--- src/rtl/audio_out_feeder.sv ---
// Decimates the ALU wave stream to the codec sample rate, applies mute/volume,
// buffers samples in a small FIFO and drives the codec allowed/write handshake.
module audio_out_feeder #(
  parameter int SAMPLE_DIV = 1042,
  parameter int DEPTH      = 8,
  parameter int CW         = 4
) (
  input  logic          clk,
  input  logic          reset,
  input  logic          enable,
  input  logic          mute,
  input  logic [2:0]    volume,
  input  logic [31:0]   wave_in,
  input  logic          clear_flags,
  input  logic          audio_out_allowed,
  output logic [31:0]   left_channel_audio_out,
  output logic [31:0]   right_channel_audio_out,
  output logic          write_audio_out,
  output logic          sample_tick,
  output logic [CW-1:0] fifo_count,
  output logic          overflow
);

  localparam int TW = (SAMPLE_DIV > 1) ? $clog2(SAMPLE_DIV) : 1;
  localparam int AW = (DEPTH > 1) ? $clog2(DEPTH) : 1;
  localparam logic [TW-1:0] TICK_LAST  = TW'(SAMPLE_DIV - 1);
  localparam logic [CW-1:0] FULL_COUNT = CW'(DEPTH);

  typedef enum logic {IDLE, WRITE} state_t;

  state_t             state_q, state_d;
  logic [TW-1:0]      tick_cnt_q, tick_cnt_d;
  logic [AW-1:0]      wr_ptr_q, wr_ptr_d;
  logic [AW-1:0]      rd_ptr_q, rd_ptr_d;
  logic [CW-1:0]      count_q, count_d;
  logic [31:0]        sample_q, sample_d;
  logic               write_q, write_d;
  logic               overflow_q, overflow_d;
  logic [31:0]        mem_q [DEPTH];

  logic               tick;
  logic               pop;
  logic               push;
  logic               drop;
  logic signed [31:0] shifted;
  logic [31:0]        captured;

  always_comb begin
    tick       = enable && (tick_cnt_q == TICK_LAST);
    tick_cnt_d = tick_cnt_q;
    if (enable) begin
      tick_cnt_d = tick ? '0 : tick_cnt_q + 1'b1;
    end

    shifted  = $signed(wave_in) >>> volume;
    captured = mute ? 32'd0 : shifted;

    // A full FIFO still accepts a sample when the FSM pops in the same cycle.
    pop  = (state_q == IDLE) && (count_q != '0) && audio_out_allowed;
    push = tick && ((count_q < FULL_COUNT) || pop);
    drop = tick && !push;

    wr_ptr_d = push ? wr_ptr_q + 1'b1 : wr_ptr_q;
    rd_ptr_d = pop  ? rd_ptr_q + 1'b1 : rd_ptr_q;
    case ({push, pop})
      2'b10:   count_d = count_q + 1'b1;
      2'b01:   count_d = count_q - 1'b1;
      default: count_d = count_q;
    endcase

    if (drop) begin
      overflow_d = 1'b1;
    end else if (clear_flags) begin
      overflow_d = 1'b0;
    end else begin
      overflow_d = overflow_q;
    end

    state_d  = state_q;
    sample_d = sample_q;
    write_d  = 1'b0;
    case (state_q)
      IDLE: begin
        if (pop) begin
          sample_d = mem_q[rd_ptr_q];
          write_d  = 1'b1;
          state_d  = WRITE;
        end
      end
      WRITE: begin
        state_d = IDLE;
      end
      default: begin
        state_d = IDLE;
      end
    endcase
  end

  always_ff @(posedge clk) begin
    if (reset) begin
      state_q    <= IDLE;
      tick_cnt_q <= '0;
      wr_ptr_q   <= '0;
      rd_ptr_q   <= '0;
      count_q    <= '0;
      sample_q   <= '0;
      write_q    <= 1'b0;
      overflow_q <= 1'b0;
    end else begin
      state_q    <= state_d;
      tick_cnt_q <= tick_cnt_d;
      wr_ptr_q   <= wr_ptr_d;
      rd_ptr_q   <= rd_ptr_d;
      count_q    <= count_d;
      sample_q   <= sample_d;
      write_q    <= write_d;
      overflow_q <= overflow_d;
    end
  end

  // Storage needs no reset: occupancy is tracked entirely by the pointers and count.
  always_ff @(posedge clk) begin
    if (!reset && push) begin
      mem_q[wr_ptr_q] <= captured;
    end
  end

  assign left_channel_audio_out  = sample_q;
  assign right_channel_audio_out = sample_q;
  assign write_audio_out         = write_q;
  assign sample_tick             = tick;
  assign fifo_count              = count_q;
  assign overflow                = overflow_q;

endmodule

--- config.mk ---
export PLATFORM = sky130hd
export DESIGN_NAME = audio_out_feeder
export DESIGN_NICKNAME = d
export VERILOG_FILES = /design/src/rtl/audio_out_feeder.sv
export SDC_FILE = /design/constraint.sdc
export NUM_CORES = 1
export LEC_CHECK = 0
export CAP_MARGIN = 10
export CELL_PAD_IN_SITES_DETAIL_PLACEMENT = 0
export CELL_PAD_IN_SITES_GLOBAL_PLACEMENT = 1
export CORE_ASPECT_RATIO = 2
export CORE_UTILIZATION = 49
export DETAILED_ROUTE_END_ITERATION = 6
export GPL_ROUTABILITY_DRIVEN = 0
export PLACE_DENSITY_LB_ADDON = 0.08
export SKIP_LAST_GASP = 1
export SLEW_MARGIN = 20
export SYNTH_ARGS = -nofsm -noshare
export SYNTH_HDL_FRONTEND = slang
export SYNTH_SLANG_ARGS = --single-unit
--- constraint.sdc ---
create_clock -name clk -period 6.6 [get_ports clk]
set_input_delay 1.32 -clock clk [delete_from_list [all_inputs] [get_ports clk]]
set_output_delay 1.32 -clock clk [all_outputs]
set_load 0.02 [all_outputs]
; Yosys cells after proc, flatten, opt, wreduce, memory -nomap -nowiden
; Memories as Yosys holds them, arrays and structs flattened. A register that Yosys moved wholly into a read port is not among the register bits.
; Index checks and enable logic that the tools add are counted.
[op_classes]
add_sub_neg = 5
magnitude_cmp = 1
eq_ne = 3
shift = 1
n_mux = 9
bitwise_logic = 1
n_reduce_logical = 14
[ops]
columns = cell, n
row1 = two-way mux 32 bit, 1
row2 = >>> shifter 32 x 3 -> 32 bit, 1
row3 = "adder 11 x 1 -> 11 bit, second input constant", 1
row4 = "equality test 11 bit, second input constant", 1
row5 = two-way mux 11 bit, 1
row6 = case mux 4 bit (2 select lines), 1
row7 = "adder 3 x 1 -> 3 bit, second input constant", 2
row8 = logical AND 1 bit, 6
row9 = two-way mux 1 bit, 5
row10 = "adder 4 x 1 -> 4 bit, second input constant", 1
row11 = "less-than comparator 4 bit, second input constant", 1
row12 = nonzero test 2 bit, 2
row13 = nonzero test 4 bit, 1
row14 = "subtractor 4 x 1 -> 4 bit, second input constant", 1
row15 = "equality test 2 x 1 -> 1 bit, second input constant", 1
row16 = "equality test 2 bit, second input constant", 1
row17 = zero test 1 bit, 2
row18 = case mux 1 bit (2 select lines), 1
row19 = AND reduction 2 bit, 1
row20 = OR reduction 2 bit, 1
row21 = logical OR 1 bit, 1
row22 = NOT 1 bit, 1
[totals]
ff_bits = 24
ram_bits = 256
word_cells = 42
n_memories = 1
[memory_table]
columns = memory, depth, word_bits, rd, rd_clocked_by_memory_dff, write_ports, line_no
row1 = mem_q, 8, 32, 1, 1, 1, 39  ; logic [31:0] mem_q [DEPTH];

; Longest topological paths before layout
; Gate-level depths: netlist of the first run.
[logic_depth]
word_depth = 8
mapped_depth = 12
ltp_nobuf = 12

; Least setup slack after synthesis of the first run
; OpenSTA, ideal clock, no wires.
[synth_timing]
kind = input -> register
start = input port enable
end = memory mem_q[0][0] (enable)
arrival_time_ps = 5368
slack_ps = 719
cell_stages = 5
n_path_buf = 1
cell_sequence = buf_2 > and4b_1 > o2111a_2 > inv_2 > nor4b_1
[synth_via]
elab_chain_cells = 5
[synth_rtl]
columns = item, line_no
row1 = "start, declared", 10  ; input logic enable,
row2 = logical AND 1 bit, 49  ; tick = enable && (tick_cnt_q == TICK_LAST);
row3 = logical AND 1 bit, 60  ; push = tick && ((count_q < FULL_COUNT) || pop);
row4 = logical AND 1 bit, 123  ; if (!reset && push) begin
row5 = two-way mux 1 bit, 123
row6 = two-way mux 1 bit (implied by the code), 124  ; mem_q[wr_ptr_q] <= captured;
row7 = "end, declared", 39
; Every way passes these cells.

; Final worst setup path of the first run
[layout_timing]
start = input port enable
end = output port sample_tick
[layout_via]
elab_chain_cells = 1
[layout_rtl]
columns = item, line_no
row1 = logical AND 1 bit, 49
row2 = "end, declared", 19  ; output logic sample_tick,
; Every way passes these cells.

==> flow_summary_export.csv, run 1 <==
group,metric,value,unit
run_status,status,"finished clean",
logic_synthesis,synth_compound_area_share,2.41,%
logic_synthesis,ys_seq_elements,311,
logic_synthesis,yosys.area_share.adder,0.823,%
power_and_ir_drop,vdd_drop_max,217,uV
global_route,grt_start_max_net_pins,67,
job,cap_violations,0,
floorplanning,io_pins,112,
clocking,htree_levels,1,
logic_synthesis,synthTopCellsByArea,"edfxtp_1 59%, mux4_2 16%, dfxtp_1 8.4%, nor2_1 2.5%, mux2i_1 2.1%",
clocking,cts_tree,"built",
logic_synthesis,avgSynthCellArea,17.1,um^2
logic_synthesis,yosysWarningCount,0,
worst_setup_path,criticalPathCategory,"input pin to output pin",
clocking,postCtsSetupRepairBufs,0,
timing,worstMarginPinSlew,1.08,ns
logic_synthesis,synthSimpleGateAreaFrac,6.40,%
placed_design,post-dp-hpwl,16000,um
timing,hold_viol,0,
power_and_ir_drop,clock_power_share,39.9,%
logic_synthesis,synthXorXnorAreaFrac,0.938,%
final_layout,final_layout_size_suffix_gt1_share,20.3,%
timing,fin_skew,0.00893,ns
worst_setup_path,critPathTopFamily,"buffers and inverters",
detailed_routing,totalWireLength,27400,um
clocking,cts_root_buf,"clkbuf_16",
power_and_ir_drop,powerDensity,254,nW/um^2
power_and_ir_drop,p_sw,778,uW
timing,setup_ws,2.23,ns
worst_setup_path,crit_chain,"clkdlybuf4s50_1 > and4b_1 > nand3_1 > inv_1 > clkdlybuf4s50_1",
logic_synthesis,synth_edf_count,256,
clocking,clkTransAtPathRegs,0.06,ns
power_and_ir_drop,combPwrFrac,4.3,%
logic_synthesis,yosysTopAreaCell,"edfxtp_1",
logic_synthesis,yosysSeqAreaShare,67.2,%
logic_synthesis,synth_area,13100,um^2
placed_design,port_buffers,111,
clocking,cts_hold_buf,0,
global_route,antenna_found_initial,1,
global_route,grt_use_total,20.8,%
clocking,post_cts_resize_count,0,
logic_synthesis,synthMuxAreaShare,18.2,%
logic_synthesis,yosysTopAreaCellShare,58.8,%
hold_path,hold_path.class,"flip-flop to flip-flop",
floorplanning,die_h,233,um
logic_synthesis,ys.flop_type,"edfxtp_1",
global_route,grt_pass1_vias,7423,
logic_synthesis,ys_top_cells_by_count,"256 x edfxtp_1, 93 x mux4_2, 87 x nor2_1",
timing,rsz0062_at_grt,"false",
worst_setup_path,critPathMaxFanout,10,
floorplanning,die_area,27400,um^2
timing,slew-limit-headroom,27.6,%
worst_setup_path,crit_slowest_cell,"clkdlybuf4s50_1",
global_route,overflow,0,
clocking,cts_buffer_depth,3,
timing,fin_crit_sh,66.3,%
power_and_ir_drop,p_int,3.06,mW
worst_setup_path,path_buf_inv,3,
detailed_routing,dr.pass1.iters,5,
worst_setup_path,cp_num_cells,5,
timing,tns,0,ns
worst_setup_path,worstPathRequired,5.28,ns
logic_synthesis,synth.most_common_cell,"edfxtp_1",
power_and_ir_drop,power.share.switching,20.3,%
timing,fmax,0.229,GHz
global_route,grt_pass1_wl,42600,um
final_layout,final_util,57.6,%
final_layout,syn_to_final_growth,15.7,%
timing,slew_violations,0,
final_layout,nNetsFinal,891,
worst_setup_path,cpMostUsedCell,"clkdlybuf4s50_1",
worst_setup_path,end_kind,"output pin",
worst_setup_path,cp_slowest_stage_delay,0.64,ns
clocking,clkLatencyLatePin,0.55,ns
final_layout,fillers,2086,
detailed_routing,num_vias,7041,
floorplanning,rows,84,
detailed_routing,ant_nets,0,
hold_path,hold_depth,2,
logic_synthesis,async_flop_share,0,%
detailed_routing,drtIter0Drc,440,
clocking,numCtsBuffers,27,
timing,setup_viol,0,
worst_setup_path,startpoint_type,"input pin",
worst_setup_path,arrival,3.05,ns
timing,holdWs,0.472,ns
detailed_routing,wl_per_cell,22.7,um
detailed_routing,drc,0,
placed_design,pre_cts_ws,2.15,ns
power_and_ir_drop,p_leak,4.36,nW
floorplanning,initial_utilization,49.8,%
logic_synthesis,synth_fp_nets,815,
logic_synthesis,ys_types,43,
floorplanning,core_area,26300,um^2
detailed_routing,routed_via_density,5.83,
logic_synthesis,synthCells,766,
floorplanning,die_x,118,um
power_and_ir_drop,seqPwrFrac,55.8,%
logic_synthesis,synth_top_family_by_area,"multiplexers",
clocking,cts.sinks,311,
timing,min_period,4.37,ns
worst_setup_path,r2r_cells,9,
## layout make-up
class / count / area [um^2] / area share (%)
Multi-Input combinational cell: 367 / 3800 / 25.2
Sequential cell: 311 / 8790 / 58.1
Clock buffer: 35 / 716 / 4.73
Timing Repair Buffer: 125 / 1200 / 7.94
Inverter: 10 / 37.5 / 0.248
Tap cell: 344 / 430 / 2.85
Clock inverter: 15 / 138 / 0.910
Antenna cell: 1 / 2.50 / 0.0165
## cells in the final DEF (no fill, tap or decap), drive strengths merged, types with 17 or more instances in the layout
| cell | n |
|---|---|
| o22ai | 32 |
| clkdlybuf4s50 | 108 |
| dfxtp | 55 |
| nor3 | 38 |
| nor2 | 87 |
| edfxtp | 256 |
| clkbuf | 35 |
| mux4 | 93 |
| mux2i | 28 |
| buf | 17 |
## logic make-up (layout without fill, tap and decap cells)
family | Yosys count | after routing
flip-flops | 311 | 311
AND/OR/NAND/NOR | 172 | 172
multiplexers | 122 | 122
buffers and inverters | 88 | 185
AO/OA/AOI/OAI | 51 | 51
XOR/XNOR | 14 | 14
adder cells (fa/ha/maj) | 8 | 8
other | 0 | 1
## routing by layer
layer / up-vias / track usage [%] / share of wire, %
met3: 44 / 2.21 / 4.7
met4: 0 / 6.97 / 2.2
met2: 230 / 38.4 / 54
met1: 3630 / 25.2 / 39
li1: 3137 / - / -
met5: - / 0 / 0
## metrics by stage
stage | instances | cell area, um^2 | power [mW]
floorplan | 766 | 13100 | 2.28
global placement | 1157 | 14300 | 2.34
detailed placement | 1157 | 14300 | 2.35
CTS | 1207 | 15100 | 3.87
global route | 1208 | 15100 | 3.95
finish | 1208 | 15100 | 3.83
## power by group through the flow
stage	clock [mW]	combinational (mW)	sequential, mW
floorplan	0	0.100	2.18
global placement	0	0.161	2.18
detailed placement	0	0.168	2.18
CTS	1.57	0.168	2.14
global route	1.63	0.180	2.14
finish	1.53	0.165	2.14
## path summary, 6_finish.rpt
| kind | startpoint | to | slack (ns) |
|---|---|---|---|
| max reg2reg | fifo_count[3] | fifo_count[3] | 3.54 |
| max | enable | sample_tick | 2.23 |
| min reg2reg | overflow | overflow | 0.47 |
| min | overflow | overflow | 0.47 |
## registers in the layout (all words and copies together) (netlist names)
signal	count
wr_ptr_q	3
tick_cnt_q	11
rd_ptr_q	3
overflow	1
state_q	1
left_channel_audio_out	32
mem_q	256
fifo_count	4
## worst min-delay path: cells and delay by family (launching register included)
kind | cells | cell delay, ns
AO/OA/AOI/OAI | 1 | 0.06
flip-flops | 1 | 0.31
AND/OR/NAND/NOR | 1 | 0.06
Note: power is estimated with default switching activity, not from simulation.
==> inputs of run 2 (changes only) <==
Settings changed: CORE_UTILIZATION 49 to 45.
Clock period 6.6 ns to 3.7 ns, I/O delays scaled along.
==> flow_summary_export.csv, run 2 (same netlist as run 1, synthesis figures left out) <==
group,metric,value,unit
worst_setup_path,criticalPathCategory,"input pin to output pin",
timing,holdWs,0.477,ns
final_layout,n_antenna_cell,0,
global_route,busiest_layer,"met2",
global_route,grt_util_met2,34.9,%
placed_design,pre_cts_ws,0.349,ns
clocking,numCtsBuffers,28,
clocking,cts_tree,"built",
timing,hold_viol,0,
timing,fmax,0.329,GHz
power_and_ir_drop,clock_power_share,40.4,%
timing,setup_ws,0.660,ns
run_status,status,"finished clean",
global_route,antenna_found_initial,0,
final_layout,nNetsFinal,900,
clocking,cts_root_buf,"clkbuf_16",
worst_setup_path,worstPathRequired,2.96,ns
placed_design,post-dp-hpwl,17100,um
final_layout,stdcell_count,1229,
detailed_routing,totalWireLength,28000,um
global_route,grt_use_total,19.7,%
clocking,cts_buffer_depth,3,
worst_setup_path,reg2reg_from,"tick_cnt_q[0]",
worst_setup_path,crit_start,"enable",
global_route,grt_pass1_vias,7376,
clocking,clkTransAtPathRegs,0.06,ns
floorplanning,rows,87,
power_and_ir_drop,p_sw,1.40,mW
detailed_routing,ant_nets,0,
worst_setup_path,timing.rr.end,"fifo_count[3]",
timing,rsz0062_at_grt,"false",
final_layout,regMostFlops,"mem_q",
worst_setup_path,r2r_slack,0.92,ns
global_route,met1_usage,24.8,%
power_and_ir_drop,combPwrFrac,4.4,%
global_route,overflow,0,
floorplanning,io_pins,112,
detailed_routing,drc,0,
final_layout,largest_reg_flops,256,
job,cap_violations,0,
floorplanning,initial_utilization,46.0,%
hold_path,hold_path.class,"flip-flop to flip-flop",
detailed_routing,drtIter0Drc,526,
power_and_ir_drop,vdd_drop_max,348,uV
timing,slew-limit-headroom,36.5,%
worst_setup_path,end_kind,"output pin",
clocking,post_cts_resize_count,0,
power_and_ir_drop,p_int,5.51,mW
detailed_routing,routed_via_density,5.72,
global_route,grtUsageMet3,2.00,%
floorplanning,core_area,28400,um^2
worst_setup_path,r2r_cells,10,
timing,slew_violations,0,
timing,fin_skew,0.0134,ns
power_and_ir_drop,seqPwrFrac,55.2,%
worst_setup_path,critPathMaxFanout,5,
placed_design,port_buffers,111,
global_route,grt_start_max_net_pins,43,
final_layout,syn_to_final_growth,17.4,%
timing,fin_crit_sh,82.2,%
worst_setup_path,startpoint_type,"input pin",
timing,worstMarginPinSlew,0.953,ns
final_layout,layout_common_cells,"256 x edfxtp_1, 109 x clkdlybuf4s50_1, 93 x mux4_2",
global_route,grt_pass1_wl,43500,um
clocking,cts.sinks,311,
clocking,cts_hold_buf,0,
floorplanning,die_x,123,um
final_layout,final_layout_size_suffix_gt1_share,20.5,%
power_and_ir_drop,powerDensity,450,nW/um^2
placed_design,dp.cells,1177,
power_and_ir_drop,p_leak,4.43,nW
timing,min_period,3.04,ns
detailed_routing,dr.pass1.iters,5,
timing,setup_viol,0,
clocking,clkLatencyLatePin,0.56,ns
clocking,htree_levels,1,
floorplanning,die_area,29800,um^2
detailed_routing,wl_per_cell,22.8,um
floorplanning,die_h,243,um
worst_setup_path,endpoint,"sample_tick",
final_layout,final_util,54.0,%
detailed_routing,num_vias,7030,
power_and_ir_drop,power.share.switching,20.3,%
final_layout,final_common_cell,"edfxtp_1",
worst_setup_path,arrival,2.30,ns
clocking,postCtsSetupRepairBufs,0,
[run 2: cell count changes in the layout (fill, tap and decap cells not counted), moves of 2 or more]
| cell | change |
|---|---|
| buf_12 | +8 |
| clkbuf_1 | +6 |
| clkbuf_8 | +5 |
| clkinv_2 | -5 |
| bufinv_16 | -2 |
| clkbuf_16 | +2 |
| inv_6 | -2 |
[run 2: routing by layer]
| layer | vias up | share of wire, % |
|---|---|---|
| met5 | - | 0 |
| met4 | 0 | 2.5 |
| met3 | 49 | 3.3 |
| met2 | 179 | 54 |
| met1 | 3648 | 40 |
| li1 | 3154 | - |
[run 2: how the worst min path moves through the flow]
stage	start	endpoint	slack, ns	cells after the start
after CTS	overflow	overflow	0.49	2
after detailed placement	overflow	overflow	0.48	2
after floorplan	tick_cnt_q[10]	tick_cnt_q[10]	0.48	2
final	overflow	overflow	0.48	2
after global routing	overflow	overflow	0.51	2
after global placement	overflow	overflow	0.46	2
[run 2: cell type report]
class                      instances  area [um^2]
timing repair buffer             133         1370
clock buffer                      48          857
tap                              356          445
fill                            2265        13100
clock inverter                     4         25.0
multi-input combinational        367         3820
inverter                          10         37.5
sequential                       311         8790
[run 2: power by group through the flow]
stage	Sequential, mW	Combinational, mW	Clock, mW
2_1_floorplan	3.89	0.179	0
3_3_place_gp	3.89	0.297	0
3_5_place_dp	3.89	0.307	0
4_1_cts	3.81	0.307	2.85
5_1_grt	3.81	0.331	2.99
6_report	3.82	0.303	2.79
[run 2: per-stage QoR]
stage / TNS [ns] / instance area, um^2 / total power, mW
2_1_floorplan: -42.16 / 13100 / 4.07
3_3_place_gp: 0 / 14500 / 4.19
3_5_place_dp: 0 / 14500 / 4.20
4_1_cts: 0 / 15300 / 6.97
5_1_grt: 0 / 15300 / 7.14
6_report: 0 / 15300 / 6.91
[run 2: worst max-delay path: stages]
cell and delay [ns]:
clkdlybuf4s50_1 0.48, and4b_1 0.23, nand3_1 0.17, inv_1 0.09, clkdlybuf4s50_1 0.59
==> inputs of run 3 (changes only) <==
Settings changed: CORE_UTILIZATION 45 to 49.
Clock period 3.7 ns to 2.8 ns, I/O delays scaled along.
==> flow_summary_export.csv, run 3 (same netlist as run 1, synthesis figures left out) <==
group,metric,value,unit
timing,fin_crit_sh,94.4,%
final_layout,final_layout_size_suffix_gt1_share,22.0,%
global_route,grt_use_total,20.6,%
floorplanning,rows,84,
global_route,overflow,0,
final_layout,stdcell_count,1225,
detailed_routing,ant_nets,0,
clocking,cts_buffer_depth,3,
detailed_routing,drtIter0Drc,528,
hold_path,hold_depth,2,
detailed_routing,wl_per_cell,22.0,um
timing,setup_viol,0,
power_and_ir_drop,vdd_drop_max,802,uV
global_route,grt_pass1_wl,42500,um
global_route,grt_pass1_vias,7503,
floorplanning,die_h,233,um
timing,slew-limit-headroom,62.8,%
floorplanning,die_x,118,um
final_layout,final_common_cell,"edfxtp_1",
global_route,antenna_found_initial,0,
placed_design,post-dp-hpwl,17300,um
clocking,clkLatencyLatePin,0.55,ns
floorplanning,die_area,27400,um^2
final_layout,layout_common_cells,"256 x edfxtp_1, 108 x clkdlybuf4s50_1, 93 x mux4_2",
detailed_routing,drc,0,
job,cap_violations,0,
run_status,status,"finished clean",
final_layout,largest_reg_flops,256,
floorplanning,initial_utilization,49.8,%
timing,setup_ws,0.156,ns
detailed_routing,num_vias,7030,
power_and_ir_drop,powerDensity,602,nW/um^2
detailed_routing,dr.pass1.iters,7,
hold_path,hold_path.class,"flip-flop to flip-flop",
worst_setup_path,criticalPathCategory,"flip-flop to flip-flop",
timing,slew_violations,0,
timing,worstMarginPinSlew,0.557,ns
timing,holdWs,0.474,ns
placed_design,pre_cts_ws,-0.247,ns
clocking,numCtsBuffers,27,
detailed_routing,totalWireLength,27000,um
floorplanning,core_area,26300,um^2
timing,tns,0,ns
placed_design,port_buffers,111,
timing,hold_viol,0,
placed_design,dp.cells,1176,
worst_setup_path,critPathMaxFanout,5,
worst_setup_path,worstPathRequired,3.27,ns
worst_setup_path,r2r_cells,8,
final_layout,fillers,2002,
placed_design,placed_area,14700,um^2
clocking,htree_levels,1,
final_layout,final_area,15600,um^2
detailed_routing,routed_via_density,5.74,
final_layout,regMostFlops,"mem_q",
timing,rsz0062_at_grt,"false",
final_layout,n_antenna_cell,0,
floorplanning,io_pins,112,
final_layout,nNetsFinal,910,
timing,fin_skew,0.00812,ns
global_route,grt_start_max_net_pins,67,
timing,min_period,2.64,ns
clocking,cts_root_buf,"clkbuf_16",
clocking,cts_tree,"built",
final_layout,syn_to_final_growth,19.5,%
worst_setup_path,startpoint_type,"flip-flop",
clocking,clkTransAtPathRegs,0.07,ns
clocking,cts.sinks,311,
worst_setup_path,end_kind,"flip-flop",
worst_setup_path,arrival,3.11,ns
power_and_ir_drop,p_leak,4.56,nW
timing,fmax,0.378,GHz
-- run 3: worst paths after layout --
kind	start	endpoint	slack [ns]
worst max-delay path	fifo_count[3]	fifo_count[3]	0.16
worst min-delay path	overflow	overflow	0.47
worst max register to register	fifo_count[3]	fifo_count[3]	0.16
worst min register to register	overflow	overflow	0.47
-- run 3: power breakdown --
group | leakage, nW | internal (mW) | switching [mW]
Combinational | 1.67 | 0.175 | 0.224
Clock | 0.450 | 2.31 | 1.66
Sequential | 2.45 | 5.04 | 0.00329
Total | 4.56 | 7.52 | 1.89
-- run 3: routing by layer --
metal | routed length (um) | GRT usage (%)
met5 | 0 | 0
met4 | 673 | 7.37
met3 | 1020 | 2.01
met2 | 15000 | 39.2
met1 | 10300 | 23.8
-- run 3: repair_timing --
| item | CTS | global route |
|---|---|---|
| hold buffers | 0 | 0 |
| buffers inserted | 0 | 0 |
| endpoints found under the setup margin | 0 | 1 |
| gates resized for setup | 0 | 1 |
-- run 3: critical path: stages, from the launching register on --
cell	delay [ns]
dfxtp_2	0.34
or4_4	0.58
and2_1	0.20
ha_1	0.23
ha_1	0.31
a21oi_1	0.16
a21oi_1	0.11
or4_1	0.46
a21oi_1	0.16
-- run 3: cell type report --
class                      instances  area, um^2  area share (%)
clock inverter                    14         213            1.36
tap                              344         430            2.76
timing repair buffer             144        1580            10.1
multi-input combinational        367        3840            24.6
clock buffer                      35         726            4.65
sequential                       311        8800            56.3
inverter                          10        37.5           0.240
-- run 3: metrics by stage --
step           util [%]  power (mW)
5_1_grt            59.4        9.67
6_report           59.4        9.41
3_3_place_gp       55.9        5.54
2_1_floorplan         -        5.38
3_5_place_dp       55.9        5.55
4_1_cts            59.4        9.49
